## config.mk

```make
export PLATFORM = sky130hd
export DESIGN_NAME = apb_timer
export DESIGN_NICKNAME = d
export VERILOG_FILES = /design/src/rtl/apb_timer_pkg.sv /design/src/rtl/apb_timer_core.sv /design/src/rtl/apb_timer.sv
export SDC_FILE = /design/constraint.sdc
export NUM_CORES = 1
export LEC_CHECK = 0
export BUFFER_PORTS_ARGS = -buffer_cell sky130_fd_sc_hd__buf_4
export CORE_ASPECT_RATIO = 0.75
export CORE_MARGIN = 1
export CORE_UTILIZATION = 35
export CTS_CLUSTER_DIAMETER = 40
export CTS_CLUSTER_SIZE = 28
export DETAILED_ROUTE_END_ITERATION = 10
export GPL_ROUTABILITY_DRIVEN = 1
export GPL_TIMING_DRIVEN = 0
export HOLD_SLACK_MARGIN = 0.15
export PLACE_DENSITY = 0.54
export SLEW_MARGIN = 20
export SYNTH_ARGS = -nofsm -noshare
export SYNTH_HDL_FRONTEND = slang
export SYNTH_SLANG_ARGS = --single-unit
```

## constraint.sdc

```tcl
create_clock -name PCLK -period 2 [get_ports PCLK]
set_input_delay 0.2 -clock PCLK [delete_from_list [all_inputs] [get_ports PCLK]]
set_output_delay 0.2 -clock PCLK [all_outputs]
set_load 0.01 [all_outputs]
```

## src/rtl/apb_timer_pkg.sv

```systemverilog
// Shared definitions for the APB timer: register word offsets, bit positions, slave FSM states.
package apb_timer_pkg;

  // Word offsets, decoded from PADDR[4:2]
  localparam logic [2:0] OFF_CTRL   = 3'd0;
  localparam logic [2:0] OFF_PSC    = 3'd1;
  localparam logic [2:0] OFF_ARR    = 3'd2;
  localparam logic [2:0] OFF_CNT    = 3'd3;
  localparam logic [2:0] OFF_STATUS = 3'd4;
  localparam logic [2:0] OFF_CMP    = 3'd5;

  localparam int CTRL_EN  = 0;
  localparam int CTRL_IE  = 1;
  localparam int CTRL_OS  = 2;
  localparam int STAT_UIF = 0;

  typedef enum logic [0:0] {IDLE = 1'b0, ACK = 1'b1} apb_slv_state_e;

endpackage

```

## src/rtl/apb_timer_core.sv

```systemverilog
// Prescaler and auto-reload up-counter; flags the update (wrap) event to the register file.
module apb_timer_core #(
  parameter int CNT_W = 32
) (
  input  logic             clk,
  input  logic             rst,
  input  logic             en,
  input  logic             oneshot,
  input  logic             psc_clr,
  input  logic             cnt_ld,
  input  logic [CNT_W-1:0] psc,
  input  logic [CNT_W-1:0] arr,
  input  logic [CNT_W-1:0] cnt_wdata,
  output logic [CNT_W-1:0] cnt,
  output logic             upd,
  output logic             en_clr
);

  logic [CNT_W-1:0] psc_cnt;
  logic             tick;

  assign tick   = en && (psc_cnt == psc);
  assign upd    = tick && (cnt == arr);
  assign en_clr = upd && oneshot;

  always_ff @(posedge clk) begin
    if (rst) begin
      psc_cnt <= '0;
      cnt     <= '0;
    end else begin
      if (psc_clr)    psc_cnt <= '0;
      else if (tick)  psc_cnt <= '0;
      else if (en)    psc_cnt <= psc_cnt + CNT_W'(1);
      // A bus write to CNT overrides the tick in the same cycle
      if (cnt_ld)     cnt <= cnt_wdata;
      else if (tick)  cnt <= (cnt == arr) ? '0 : cnt + CNT_W'(1);
    end
  end

endmodule

```

## src/rtl/apb_timer.sv

```systemverilog
// APB slave timer: one-wait-state slave FSM, register file, read mux, irq and optional compare output.
// Define APB_TIMER_CMP_EN to add the CMP register at 0x14 and drive pwm_o.
module apb_timer
  import apb_timer_pkg::*;
#(
  parameter int CNT_W  = 32,
  parameter int ADDR_W = 12
) (
  input  logic              PCLK,
  input  logic              PRESET,
  input  logic [ADDR_W-1:0] PADDR,
  input  logic [31:0]       PWDATA,
  input  logic              PWRITE,
  input  logic              PENABLE,
  input  logic              PSEL,
  output logic [31:0]       PRDATA,
  output logic              PREADY,
  output logic              irq_o,
  output logic              pwm_o
);

  apb_slv_state_e   state, state_nx;
  logic [2:0]       idx;
  logic             wr, rd_ld;
  logic             we_ctrl, we_psc, we_arr, we_cnt, we_stat;
  logic             ctrl_en, ctrl_ie, ctrl_os, uif;
  logic [CNT_W-1:0] psc, arr, cnt;
  logic             upd, en_clr, psc_clr;
  logic [31:0]      rd_mux;
  logic             unused;

  assign unused = ^{PADDR, PWDATA};

  always_ff @(posedge PCLK) begin
    if (PRESET) state <= IDLE;
    else        state <= state_nx;
  end

  always_comb begin
    state_nx = state;
    case (state)
      IDLE:    if (PSEL && PENABLE) state_nx = ACK;
      ACK:     state_nx = IDLE;
      default: state_nx = IDLE;
    endcase
  end

  assign idx     = PADDR[4:2];
  assign wr      = (state == ACK) && PSEL && PWRITE;
  assign rd_ld   = (state == IDLE) && PSEL && PENABLE && !PWRITE;
  assign we_ctrl = wr && (idx == OFF_CTRL);
  assign we_psc  = wr && (idx == OFF_PSC);
  assign we_arr  = wr && (idx == OFF_ARR);
  assign we_cnt  = wr && (idx == OFF_CNT);
  assign we_stat = wr && (idx == OFF_STATUS);
  // Prescaler restarts on a new PSC value or when the timer is switched on
  assign psc_clr = we_psc || (we_ctrl && PWDATA[CTRL_EN] && !ctrl_en);

  apb_timer_core #(.CNT_W(CNT_W)) u_core (
    .clk       (PCLK),
    .rst       (PRESET),
    .en        (ctrl_en),
    .oneshot   (ctrl_os),
    .psc_clr   (psc_clr),
    .cnt_ld    (we_cnt),
    .psc       (psc),
    .arr       (arr),
    .cnt_wdata (PWDATA[CNT_W-1:0]),
    .cnt       (cnt),
    .upd       (upd),
    .en_clr    (en_clr)
  );

  always_ff @(posedge PCLK) begin
    if (PRESET) begin
      ctrl_en <= 1'b0;
      ctrl_ie <= 1'b0;
      ctrl_os <= 1'b0;
      psc     <= '0;
      arr     <= '0;
      uif     <= 1'b0;
      PRDATA  <= '0;
      PREADY  <= 1'b0;
    end else begin
      if (we_ctrl) begin
        ctrl_en <= PWDATA[CTRL_EN];
        ctrl_ie <= PWDATA[CTRL_IE];
        ctrl_os <= PWDATA[CTRL_OS];
      end else if (en_clr) begin
        ctrl_en <= 1'b0;
      end
      if (we_psc) psc <= PWDATA[CNT_W-1:0];
      if (we_arr) arr <= PWDATA[CNT_W-1:0];
      if (upd)                              uif <= 1'b1;
      else if (we_stat && PWDATA[STAT_UIF]) uif <= 1'b0;
      if (rd_ld) PRDATA <= rd_mux;
      PREADY <= (state_nx == ACK);
    end
  end

`ifdef APB_TIMER_CMP_EN
  logic [CNT_W-1:0] cmp;
  logic             pwm_q;

  always_ff @(posedge PCLK) begin
    if (PRESET) begin
      cmp   <= '0;
      pwm_q <= 1'b0;
    end else begin
      if (wr && (idx == OFF_CMP)) cmp <= PWDATA[CNT_W-1:0];
      pwm_q <= ctrl_en && (cnt < cmp);
    end
  end

  assign pwm_o = pwm_q;
`else
  assign pwm_o = 1'b0;
`endif

  always_comb begin
    rd_mux = '0;
    case (idx)
      OFF_CTRL:   rd_mux = 32'({ctrl_os, ctrl_ie, ctrl_en});
      OFF_PSC:    rd_mux = 32'(psc);
      OFF_ARR:    rd_mux = 32'(arr);
      OFF_CNT:    rd_mux = 32'(cnt);
      OFF_STATUS: rd_mux = 32'(uif);
`ifdef APB_TIMER_CMP_EN
      OFF_CMP:    rd_mux = 32'(cmp);
`endif
      default:    rd_mux = '0;
    endcase
  end

  assign irq_o = uif && ctrl_ie;

endmodule
```

======== After elaboration in Yosys (flattened, before gate mapping) ========
Index checks and enable logic that the tools add are counted.
storage, ports and cells
  register bits ........................... 165
  output and inout bits ................... 35
  memory bits (read-only) ................. 0
  memories ................................ 0
  memory bits (writable) .................. 0
  latch bits .............................. 0
  logic and storage cells ................. 55
cells by class
  $lt $le $gt $ge ......................... 0
  reduce and logical (&&, ||, !) cells .... 26
  bitwise logic cells ..................... 1
  multiplexer cells ....................... 10
  equal/unequal tests ..................... 6
  $add $sub $neg .......................... 2
  divide/modulo/power cells ............... 0
  shift-type cells ........................ 0
  multipliers ............................. 0
operator list
  kind                                            number
  case mux 32 bit (5 select lines)                1
  2-to-1 mux 32 bit                               3
  adder 32 x 1 -> 32 bit (second input constant)  2
  == test 32 bit                                  2
  logical AND 1 bit                               18
  == test 3 x 2 -> 1 bit (second input constant)  2
  nonzero test 2 bit                              3
  2-to-1 mux 1 bit                                5
  == test 3 x 1 -> 1 bit (second input constant)  1
  == test 3 bit (second input constant)           1
  logical NOT 3 bit                               1
  OR reduction 3 bit                              1
  logical NOT 1 bit                               2
  case mux 1 bit (2 select lines)                 1
  logical OR 1 bit                                1
  inverter 1 bit                                  1

======== Depth between registers and ports, before layout ========
Gate-level depths: netlist of run 1.
  depth after elaboration ................. 7
  gate-level depth with buffers ........... 10
  mapped depth without buffers ............ 8

======== Hierarchy ========
Synthesis of run 1 repeated with hierarchy kept, for this count alone.
unflattened totals
  cells, all modules ...................... 1039
  area, all modules ....................... 8434.3 um^2
by module, submodules not included
  module          cells each  instances  seq. area each (um^2)  area an instance (um^2)
  apb_timer       506         1          2021.9                 4307.9
  apb_timer_core  533         1          1281.2                 4126.5

======== Worst setup path before layout of run 1 ========
Ideal clock, no wire load.
  kind .................................... reg2reg
  start ................................... reg u_core.psc_cnt[6]
  end ..................................... reg u_core.cnt[12]
  data required time ...................... 1.909 ns
  path buffers ............................ 1
  stages on the path, launching flop included .. 9
  setup slack ............................. -0.177 ns
  data arrival time ....................... 2.086 ns
  path through ............................ dfxtp_1 -> buf_6 -> xor2_1 -> nor4_2 -> nand4_1 -> nor4_4 -> o21ai_2 -> or3_1 -> a311oi_1
on the way
  cells in the longest elaborated chain, start to end .. 3
ends and longest elaborated chain
  what                          line                  source
  start, declared               apb_timer_core.sv:19  logic [CNT_W-1:0] psc_cnt;
  start signal, assigned        apb_timer_core.sv:33  else if (en) psc_cnt <= psc_cnt + CNT_W'(1);
  == test 32 bit                apb_timer_core.sv:22  assign tick = en && (psc_cnt == psc);
  logical AND 1 bit             apb_timer_core.sv:22
  nonzero test 2 bit (no line)  --
  end signal, assigned          apb_timer_core.sv:35  if (cnt_ld) cnt <= cnt_wdata;
  end signal, assigned          apb_timer_core.sv:36  else if (tick) cnt <= (cnt == arr) ? '0 : cnt + CNT_W'(1);
  end, declared                 apb_timer_core.sv:14  output logic [CNT_W-1:0] cnt,
No other way between the ends.
A chain may end at the register's enable or synchronous reset.

======== Final worst setup path of run 1 ========
  start ................................... reg psc[10]
  end ..................................... reg u_core.cnt[6]
on the way
  cells in the longest elaborated chain, start to end .. 3
ends and longest elaborated chain
  what                          line                  source
  start, declared               apb_timer.sv:27       logic [CNT_W-1:0] psc, arr, cnt;
  start signal, assigned        apb_timer.sv:92       if (we_psc) psc <= PWDATA[CNT_W-1:0];
  == test 32 bit                apb_timer_core.sv:22
  logical AND 1 bit             apb_timer_core.sv:22
  nonzero test 2 bit (no line)  --
No other way between the ends.

==> results of run 1 <==
stage by stage:
stage                     instance area, um2  utilization
after CTS                              11020       0.4741
after detailed placement                9334       0.4016
final                                  11760       0.5058
after global routing                   11760       0.5058
after floorplan                         8426            -
after global placement                  9334       0.4016
power breakdown:
part	switching [mW]	internal, mW	total (mW)
Combinational	0.331	0.231	0.562
Clock	1.52	2.13	3.65
Sequential	0.00893	3.27	3.28
Total	1.86	5.63	7.49
how the worst max path moves through the flow:
stage,cells after the start,to,from,slack (ns)
3_3_place_gp,7,u_core.psc_cnt[3]$_SDFFE_PP0P_,PADDR[2],-0.89
4_1_cts,8,u_core.cnt[6]$_SDFFE_PP0P_,psc[24]$_SDFFE_PP0P_,-0.28
6_report,8,u_core.cnt[6]$_SDFFE_PP0P_,psc[10]$_SDFFE_PP0P_,-0.36
2_1_floorplan,10,u_core.cnt[14]$_SDFFE_PP0P_,u_core.psc_cnt[3]$_SDFFE_PP0P_,-0.06
3_5_place_dp,7,u_core.psc_cnt[3]$_SDFFE_PP0P_,PADDR[2],-0.88
5_1_grt,9,u_core.cnt[15]$_SDFFE_PP0P_,psc[10]$_SDFFE_PP0P_,-0.45
what timing repair did:
item,4_1_cts,5_1_grt
resized for setup,140,139
buffers inserted,24,17
pin swaps,46,44
endpoints found under the hold margin,98,0
hold buffers,34,0
cloned,2,3
endpoints found under the setup margin,156,147
routing by layer:
| metal | vias to the layer above | routed length, um | part of all wire | track usage |
|---|---|---|---|---|
| li1 | 3957 | - | - | - |
| met1 | 4132 | 15320 | 0.49 | 0.3819 |
| met5 | - | 0 | 0 | 0 |
| met2 | 351 | 13330 | 0.43 | 0.3652 |
| met4 | 0 | 335 | 0.011 | 0.05603 |
| met3 | 31 | 2351 | 0.075 | 0.04768 |
state kept, by name, indices dropped and copies added, names as in the netlist, 32 cells and up:
| signal | flops |
|---|---|
| psc | 32 |
| u_core.cnt | 32 |
| u_core.psc_cnt | 32 |
| PRDATA | 32 |
| arr | 32 |
final cells by class:
class	count	area, um2	area share
Sequential cell	165	3417	0.2907
Clock inverter	15	217.7	0.01852
Multi-Input combinational cell	781	5513	0.4689
Clock buffer	17	425.4	0.03619
Buffer	69	407.9	0.03470
Tap cell	300	375.4	0.03193
Timing Repair Buffer	149	1351	0.1149
Inverter	13	48.80	0.004151
cells in the final DEF, fill, tap and decap left out, drive strengths merged, types with 14 or more instances in the layout:
cell,n
xnor2,14
clkbuf,71
dlygate4sd3,34
nor2,126
xor2,79
nor4,31
nor3,27
nand3,28
dfxtp,165
nand4,21
nand2,154
a21oi,76
a22oi,32
inv,21
buf,130
a22o,29
mux2,30
and3,14
o21ai,30
worst max-delay path, delay by kind of cell, from the launching register on:
family                 cells  cell delay (ns)
AND/OR/NAND/NOR            5             1.25
flip-flops                 1             0.35
AO/OA/AOI/OAI              1             0.28
XOR/XNOR                   1             0.21
buffers and inverters      1             0.16
kinds of logic (layout without fill, tap and decap cells):
group	count (synthesis)	in the layout
AND/OR/NAND/NOR	434	434
AO/OA/AOI/OAI	215	215
flip-flops	165	165
XOR/XNOR	93	93
buffers and inverters	88	263
multiplexers	36	36
adder cells (fa/ha/maj)	2	2
other	1	1
==> run metrics, run 1 <==
status finished with violations; violations in the final reports setup timing; Synth Area in Adders 0.002990; CTS tree yes; CTS Buf Count 17; die width 180.6 um; Final Max Slew Viols 0; min Tclk post-route 2.355 ns; HP Start PADDR[4]; CTS clock-pin slew for the worst setup and hold paths 0.07 ns; non-filler cells, final 1509; mapped cell area 8369 um2; Critical Path, Cell by Cell xor2_2, nor4_1, nand4_1, or3_4, nor2_8, buf_8, nand3b_1, a311oi_1; Worst slew margin 0.4168; Ports 84; main combinational cell family by area after synthesis simple AND/OR/NAND/NOR gates; Nets 1247; placed instance count 1405; Bufs on Longest Clock Path 2; vias in the first global route 7670; syn_area_per_cell 8.094 um2; reg2reg path depth 8; yosys warns 0; launch point of the worst reg-to-reg path psc[10]$_SDFFE_PP0P_; gr ovfl total 0; Place WS -0.8793 ns; gp weighted congestion 0.9370; synth-to-layout area growth 40.47%; final WL 31.34 mm; PnR worst setup slack -0.3553 ns; Post-Synthesis Net Count 1085; sink count of the clock tree 165; Root Buffer clkbuf_16; Worst Path Max Fanout 7; via count 8471; Synth async-reset ratio 0; Die Y-Extent 135.9 um; final setup vio count 66; initial antenna violation count 0; post-synthesis simple-gate area fraction 0.2407; Synth area leader dfxtp_1; synth cell count leaders dfxtp_1, nand2_1, nor2_1, xor2_1, a21oi_1; Leak 4.514 nW; data arrival time of the worst path 2.70 ns; Worst VDD drop 0.6520 mV; hold path depth 4; total power 7.491 mW; final hold violation count 0; CP Launch Type register; number of synthesized flops with an enable pin 0; Worst-Skew Late Latency 0.45 ns; CTS H-tree lvls 4; CP required 2.34 ns; Vias/cell 5.614; Post-Synthesis Cells 1034; synth unique cells 52; Max-Cap Viols 0; R2R Path End u_core.cnt[6]$_SDFFE_PP0P_; first-pass GRT wire length 45.90 mm; DRC 0; CP endpoint kind register; Hold Path Class primary input to register; Setup CP Type register to register; final period utilization 1.178; 1st-pass router iterations 5; initial core utilization 0.3601; TNS Setup -14.97 ns; Top FF cell, synth dfxtp_1; HPWL after detailed placement 22.72 mm; GRT Total Usage 0.2525; post-synthesis sequential area ratio 0.3947; post-synthesis mux area share 0.05053; share of layout cells above drive strength 1 0.3242; skew final 0.01651 ns; largest net degree at the start of global routing 17; row cnt 48; number of DRC markers in iteration 0 859; post-synth top area share 0.3947; ant diodes 0; Pwr Density 637.2 nW/um2; DR WL/cell 20.77 um; max incr delay on CP 0.50 ns; DIE AREA 24540 um2; Core Region 23240 um2; FILL cells 2251; most frequent cell after synthesis dfxtp_1; final hold slack 0.1805 ns; Yosys reg bits 165; CP max-delay cell or3_4; Min-Delay Endpoint psc[9]$_SDFFE_PP0P_; Synth Area in XOR/XNOR 0.09822; r2r setup slk -0.36 ns; number of buffers added on ports 71; Synth Area in Compound Gates 0.1680; unrepaired setup endpoints after global routing true; Routed Antenna Nets 0; worst-margin pin slew 0.8748 ns; fmax 424.6 MHz; top cells by area, synth dfxtp_1, xor2_1, nand2_1, nor2_1, a21oi_1
Power figures use the tool's default switching activity.
==> run 2, diff against run 1 <==
clock period = 2.05 ns   (was 2 ns; I/O delays follow)
==> run metrics, run 2 (same netlist as run 1, synthesis figures left out) <==
worst-margin pin slew 0.9290 ns; crit path capture u_core.cnt[20]$_SDFFE_PP0P_; R2R Path End u_core.cnt[20]$_SDFFE_PP0P_; Worst-Skew Late Latency 0.45 ns; DR WL/cell 20.97 um; fmax 430.7 MHz; skew final 0.01437 ns; number of buffers added on ports 71; CTS tree yes; CTS Buf Count 17; share of layout cells above drive strength 1 0.3581; Vias/cell 5.618; vias in the first global route 7697; Max-Cap Viols 0; min Tclk post-route 2.322 ns; status finished with violations; CP delay by family, top simple AND/OR/NAND/NOR gates; violations in the final reports setup timing; Pwr Density 592.8 nW/um2; GRT Total Usage 0.2550; Nets 1261; Setup CP Type register to register; final period utilization 1.133; r2r setup slk -0.27 ns; Worst Path Buf+Inv 1; 1st-pass router iterations 7; Critical Path Start psc[12]$_SDFFE_PP0P_; internal power 5.390 mW; unrepaired setup endpoints after global routing true; CTS clock-pin slew for the worst setup and hold paths 0.08 ns; CP required 2.41 ns; CP max-delay cell or3_4; DRC 0; initial core utilization 0.3601; HPWL after detailed placement 22.65 mm; CTS H-tree lvls 4; Worst VDD drop 0.6404 mV; Root Buffer clkbuf_16; die width 180.6 um; CP Launch Type register; TNS Setup -13.74 ns; final WL 31.95 mm; final hold slack 0.1862 ns; combinational power share 0.081; reg2reg path depth 8; via count 8562; number of DRC markers in iteration 0 837; sequential fraction of design power 0.444; launch point of the worst reg-to-reg path psc[12]$_SDFFE_PP0P_; Psw 1.801 mW; final hold violation count 0; gr ovfl total 0; synth-to-layout area growth 44.95%; Worst Path Max Fanout 10; Clk pwr share 0.475; final setup vio count 65; Die Y-Extent 135.9 um; largest net degree at the start of global routing 17; commonest non-fill, non-tap cell in the layout nand2_1; Critical Path, Cell by Cell xor2_2, nor4_2, nand4_1, or3_4, nor2_8, buf_12, nand3b_1, a311oi_1; PnR worst setup slack -0.2720 ns; non-filler cells, final 1524; gp weighted congestion 0.8979; commonest cells after routing, fill and taps aside nand2_1, buf_4, dfxtp_1, nor2_1, a21oi_1; Core Region 23240 um2; placed instance count 1405; data arrival time of the worst path 2.68 ns; Routed Antenna Nets 0; initial antenna violation count 1; Hold Path Class primary input to register; Bufs on Longest Clock Path 2; Ports 84; critical path depth 8; Final Max Slew Viols 0; Leak 4.609 nW; DIE AREA 24540 um2; sink count of the clock tree 165; sw frac 0.2505; CP endpoint kind register; Worst slew margin 0.3807; max incr delay on CP 0.51 ns; row cnt 48; first-pass GRT wire length 46.55 mm
[run 2: changes by cell type in the layout (fill, tap and decap cells not counted), moves of 4 or more]
cell	change
xor2_2	-4
buf_6	+5
buf_4	+6
xor2_1	-5
xor2_4	+9
dfxtp_1	-14
clkinvlp_4	+4
dfxtp_4	+4
dfxtp_2	+10
a211oi_1	-4
a211oi_2	+4
[run 2: how the worst min path moves through the flow]
stage / from / to / slack [ns] / cells past startpoint
after floorplan: PSEL / PREADY$_SDFF_PP0_ / 0.34 / 2
after global placement: arr[20]$_SDFFE_PP0P_ / arr[20]$_SDFFE_PP0P_ / 0.47 / 2
after detailed placement: ctrl_ie$_SDFFE_PP0N_ / ctrl_ie$_SDFFE_PP0N_ / 0.46 / 2
after CTS: PADDR[4] / psc[10]$_SDFFE_PP0P_ / 0.17 / 4
after global routing: PADDR[4] / psc[9]$_SDFFE_PP0P_ / 0.20 / 4
final: PADDR[4] / ctrl_ie$_SDFFE_PP0N_ / 0.19 / 4
[run 2: power groups by stage]
stage | clock network (mW) | registers [mW] | logic (mW)
after floorplan | 0 | 3.29 | 0.184
after global placement | 0 | 3.29 | 0.379
after detailed placement | 0 | 3.29 | 0.379
after CTS | 3.45 | 3.21 | 0.489
after global routing | 3.59 | 3.19 | 0.608
final | 3.42 | 3.19 | 0.581
[run 2: per-layer routing]
metal,vias to the layer above,track usage,wire (um)
met4,0,0.05556,458
li1,3988,-,-
met2,340,0.3712,13620
met5,-,0,0
met3,44,0.05759,2170
met1,4190,0.3783,15700
[run 2: layout make-up]
class                   count  area [um2]
diodes                      1       2.502
fillers                  2156       11110
flip-flops and latches    165        3445
inverters                  13       48.80
well taps                 300       375.4
clock buffers              18       439.2
plain buffers              68       427.9
repair buffers            164        1478
multi-input cells         781        5742
clock inverters            14       173.9
[run 2: repair_timing]
item	in CTS	in global routing
hold buffers	35	0
hold endpoints to repair	98	0
buffers inserted	32	23
endpoints found under the setup margin	153	146
pin swaps	48	74
gates resized for setup	147	209
cloned	1	3
[run 2: stage by stage]
stage	util	area (um2)	power [mW]	setup WS, ns
final	0.5220	12130	7.191	-0.2720
after detailed placement	0.4009	9319	3.669	-0.8814
after global routing	0.5220	12130	7.393	-0.3426
after CTS	0.4776	11100	7.148	-0.2596
after floorplan	-	8411	3.473	-0.01355
after global placement	0.4009	9319	3.670	-0.8696
[run 2: worst register-to-register path, stage by stage (launching register included)]
cell and delay, ns:
dfxtp_1 0.37, xor2_2 0.22, nor4_2 0.29, nand4_1 0.14, or3_4 0.51, nor2_8 0.21
buf_12 0.18, nand3b_1 0.09, a311oi_1 0.25
==> run 3, diff against run 2 <==
CORE_MARGIN = 4   (was 1)
RECOVER_POWER = 25   (was default)
==> run metrics, run 3 (same netlist as run 1, synthesis figures left out) <==
status finished with violations; violations in the final reports setup timing; CTS tree yes; top routing layer used met4; final WL 31.25 mm; GRT Total Usage 0.2316; share of layout cells above drive strength 1 0.2850; gr ovfl total 0; Root Buffer clkbuf_16; Post-Place Cell Area 9319 um2; row cnt 48; min Tclk post-route 2.321 ns; DR WL met2 12.82 mm; fin area 11570 um2; Pwr Density 637.7 nW/um2; commonest cells after routing, fill and taps aside nand2_1, dfxtp_1, nor2_1; data arrival time of the worst path 2.61 ns; ant diodes 0; CTS clock-pin slew for the worst setup and hold paths 0.07 ns; CP endpoint kind register; Nets 1245; Die Y-Extent 141.9 um; PnR worst setup slack -0.2713 ns; commonest non-fill, non-tap cell in the layout nand2_1; number of buffers added on ports 71; FILL cells 2244; skew final 0.01196 ns; met3 routed WL 2.278 mm; HPWL after detailed placement 22.96 mm; M1 WL 15.70 mm; 1st-pass router iterations 5; Vias/cell 5.513; Ports 84; CP Launch Type register; final setup vio count 66; final hold violation count 0; fmax 430.8 MHz; first-pass GRT wire length 47.22 mm; DRC 0; DR WL/cell 20.73 um; Routed Antenna Nets 0; Worst Path Max Fanout 6; Hold Path Class primary input to register; Bufs on Longest Clock Path 2; initial antenna violation count 0; Worst slew margin 0.4601; initial core utilization 0.3601; number of DRC markers in iteration 0 810; synth-to-layout area growth 38.27%; via count 8308; Core Region 23240 um2; die width 186.6 um; vias in the first global route 7879; gp weighted congestion 0.9042; CTS Buf Count 17; Worst VDD drop 0.5891 mV; Worst-Skew Late Latency 0.44 ns; DIE AREA 26480 um2; Max-Cap Viols 0; CTS H-tree lvls 4; total power 7.379 mW; CP required 2.34 ns; Setup CP Type register to register; Leak 4.363 nW; unrepaired setup endpoints after global routing true; Final Max Slew Viols 0; sink count of the clock tree 165; worst-margin pin slew 0.8099 ns; largest net degree at the start of global routing 17; final period utilization 1.132
==> run 3: layer usage <==
layer / global-route usage / vias to the layer above
li1: - / 3964
met1: 0.3575 / 3985
met3: 0.05460 / 35
met2: 0.3265 / 324
met4: 0.04979 / 0
met5: 0 / -
==> run 3: per-stage QoR <==
| stage | util | setup slack [ns] | setup TNS (ns) | hold slack (ns) | instances |
|---|---|---|---|---|---|
| after floorplan | - | -0.01355 | -0.05785 | 0.3384 | 1034 |
| after global placement | 0.4009 | -0.8604 | -66.48 | 0.4657 | 1405 |
| after detailed placement | 0.4009 | -0.8293 | -63.84 | 0.4684 | 1405 |
| after CTS | 0.4799 | -0.2524 | -5.824 | 0.1810 | 1503 |
| after global routing | 0.4979 | -0.3712 | -18.13 | 0.2040 | 1507 |
| final | 0.4979 | -0.2713 | -11.19 | 0.1965 | 1507 |
==> run 3: path summary, 6_finish.rpt <==
check	start	end	slack [ns]	cells after the start
min	PADDR[4]	psc[9]$_SDFFE_PP0P_	0.20	4
min reg2reg	arr[13]$_SDFFE_PP0P_	arr[13]$_SDFFE_PP0P_	0.48	2
max	u_core.cnt[19]$_SDFFE_PP0P_	u_core.cnt[7]$_SDFFE_PP0P_	-0.27	10
max reg2reg	u_core.cnt[19]$_SDFFE_PP0P_	u_core.cnt[7]$_SDFFE_PP0P_	-0.27	10
==> run 3: what timing repair did <==
item	in CTS	in global routing
hold endpoints to repair	96	0
buffers inserted	36	3
gates resized for setup	148	129
hold buffers	34	0
gates cloned	1	4
setup endpoints to repair	136	129
pin swaps	51	55
==> run 3: area by class of cell <==
class	count	area, um2	area share
Multi-Input combinational cell	781	5489	0.4743
Sequential cell	165	3391	0.2930
Timing Repair Buffer	147	1201	0.1038
Clock buffer	20	446.7	0.03860
Buffer	69	419.2	0.03622
Tap cell	300	375.4	0.03244
Clock inverter	12	201.4	0.01741
Inverter	13	48.80	0.004217
==> run 3: power breakdown <==
| part | internal, mW | switching, mW |
|---|---|---|
| Clock | 2.20 | 1.41 |
| Combinational | 0.238 | 0.325 |
| Sequential | 3.20 | 0.00857 |
==> run 3: critical path: stages, from the launching register on <==
cell and delay [ns]:
dfxtp_4 0.37, xor2_1 0.17, nor4_1 0.34, nand4_1 0.25, nor2_4 0.24, buf_6 0.14
nor2_8 0.06, buf_8 0.14, buf_4 0.13, a221oi_2 0.26, nor3_1 0.07
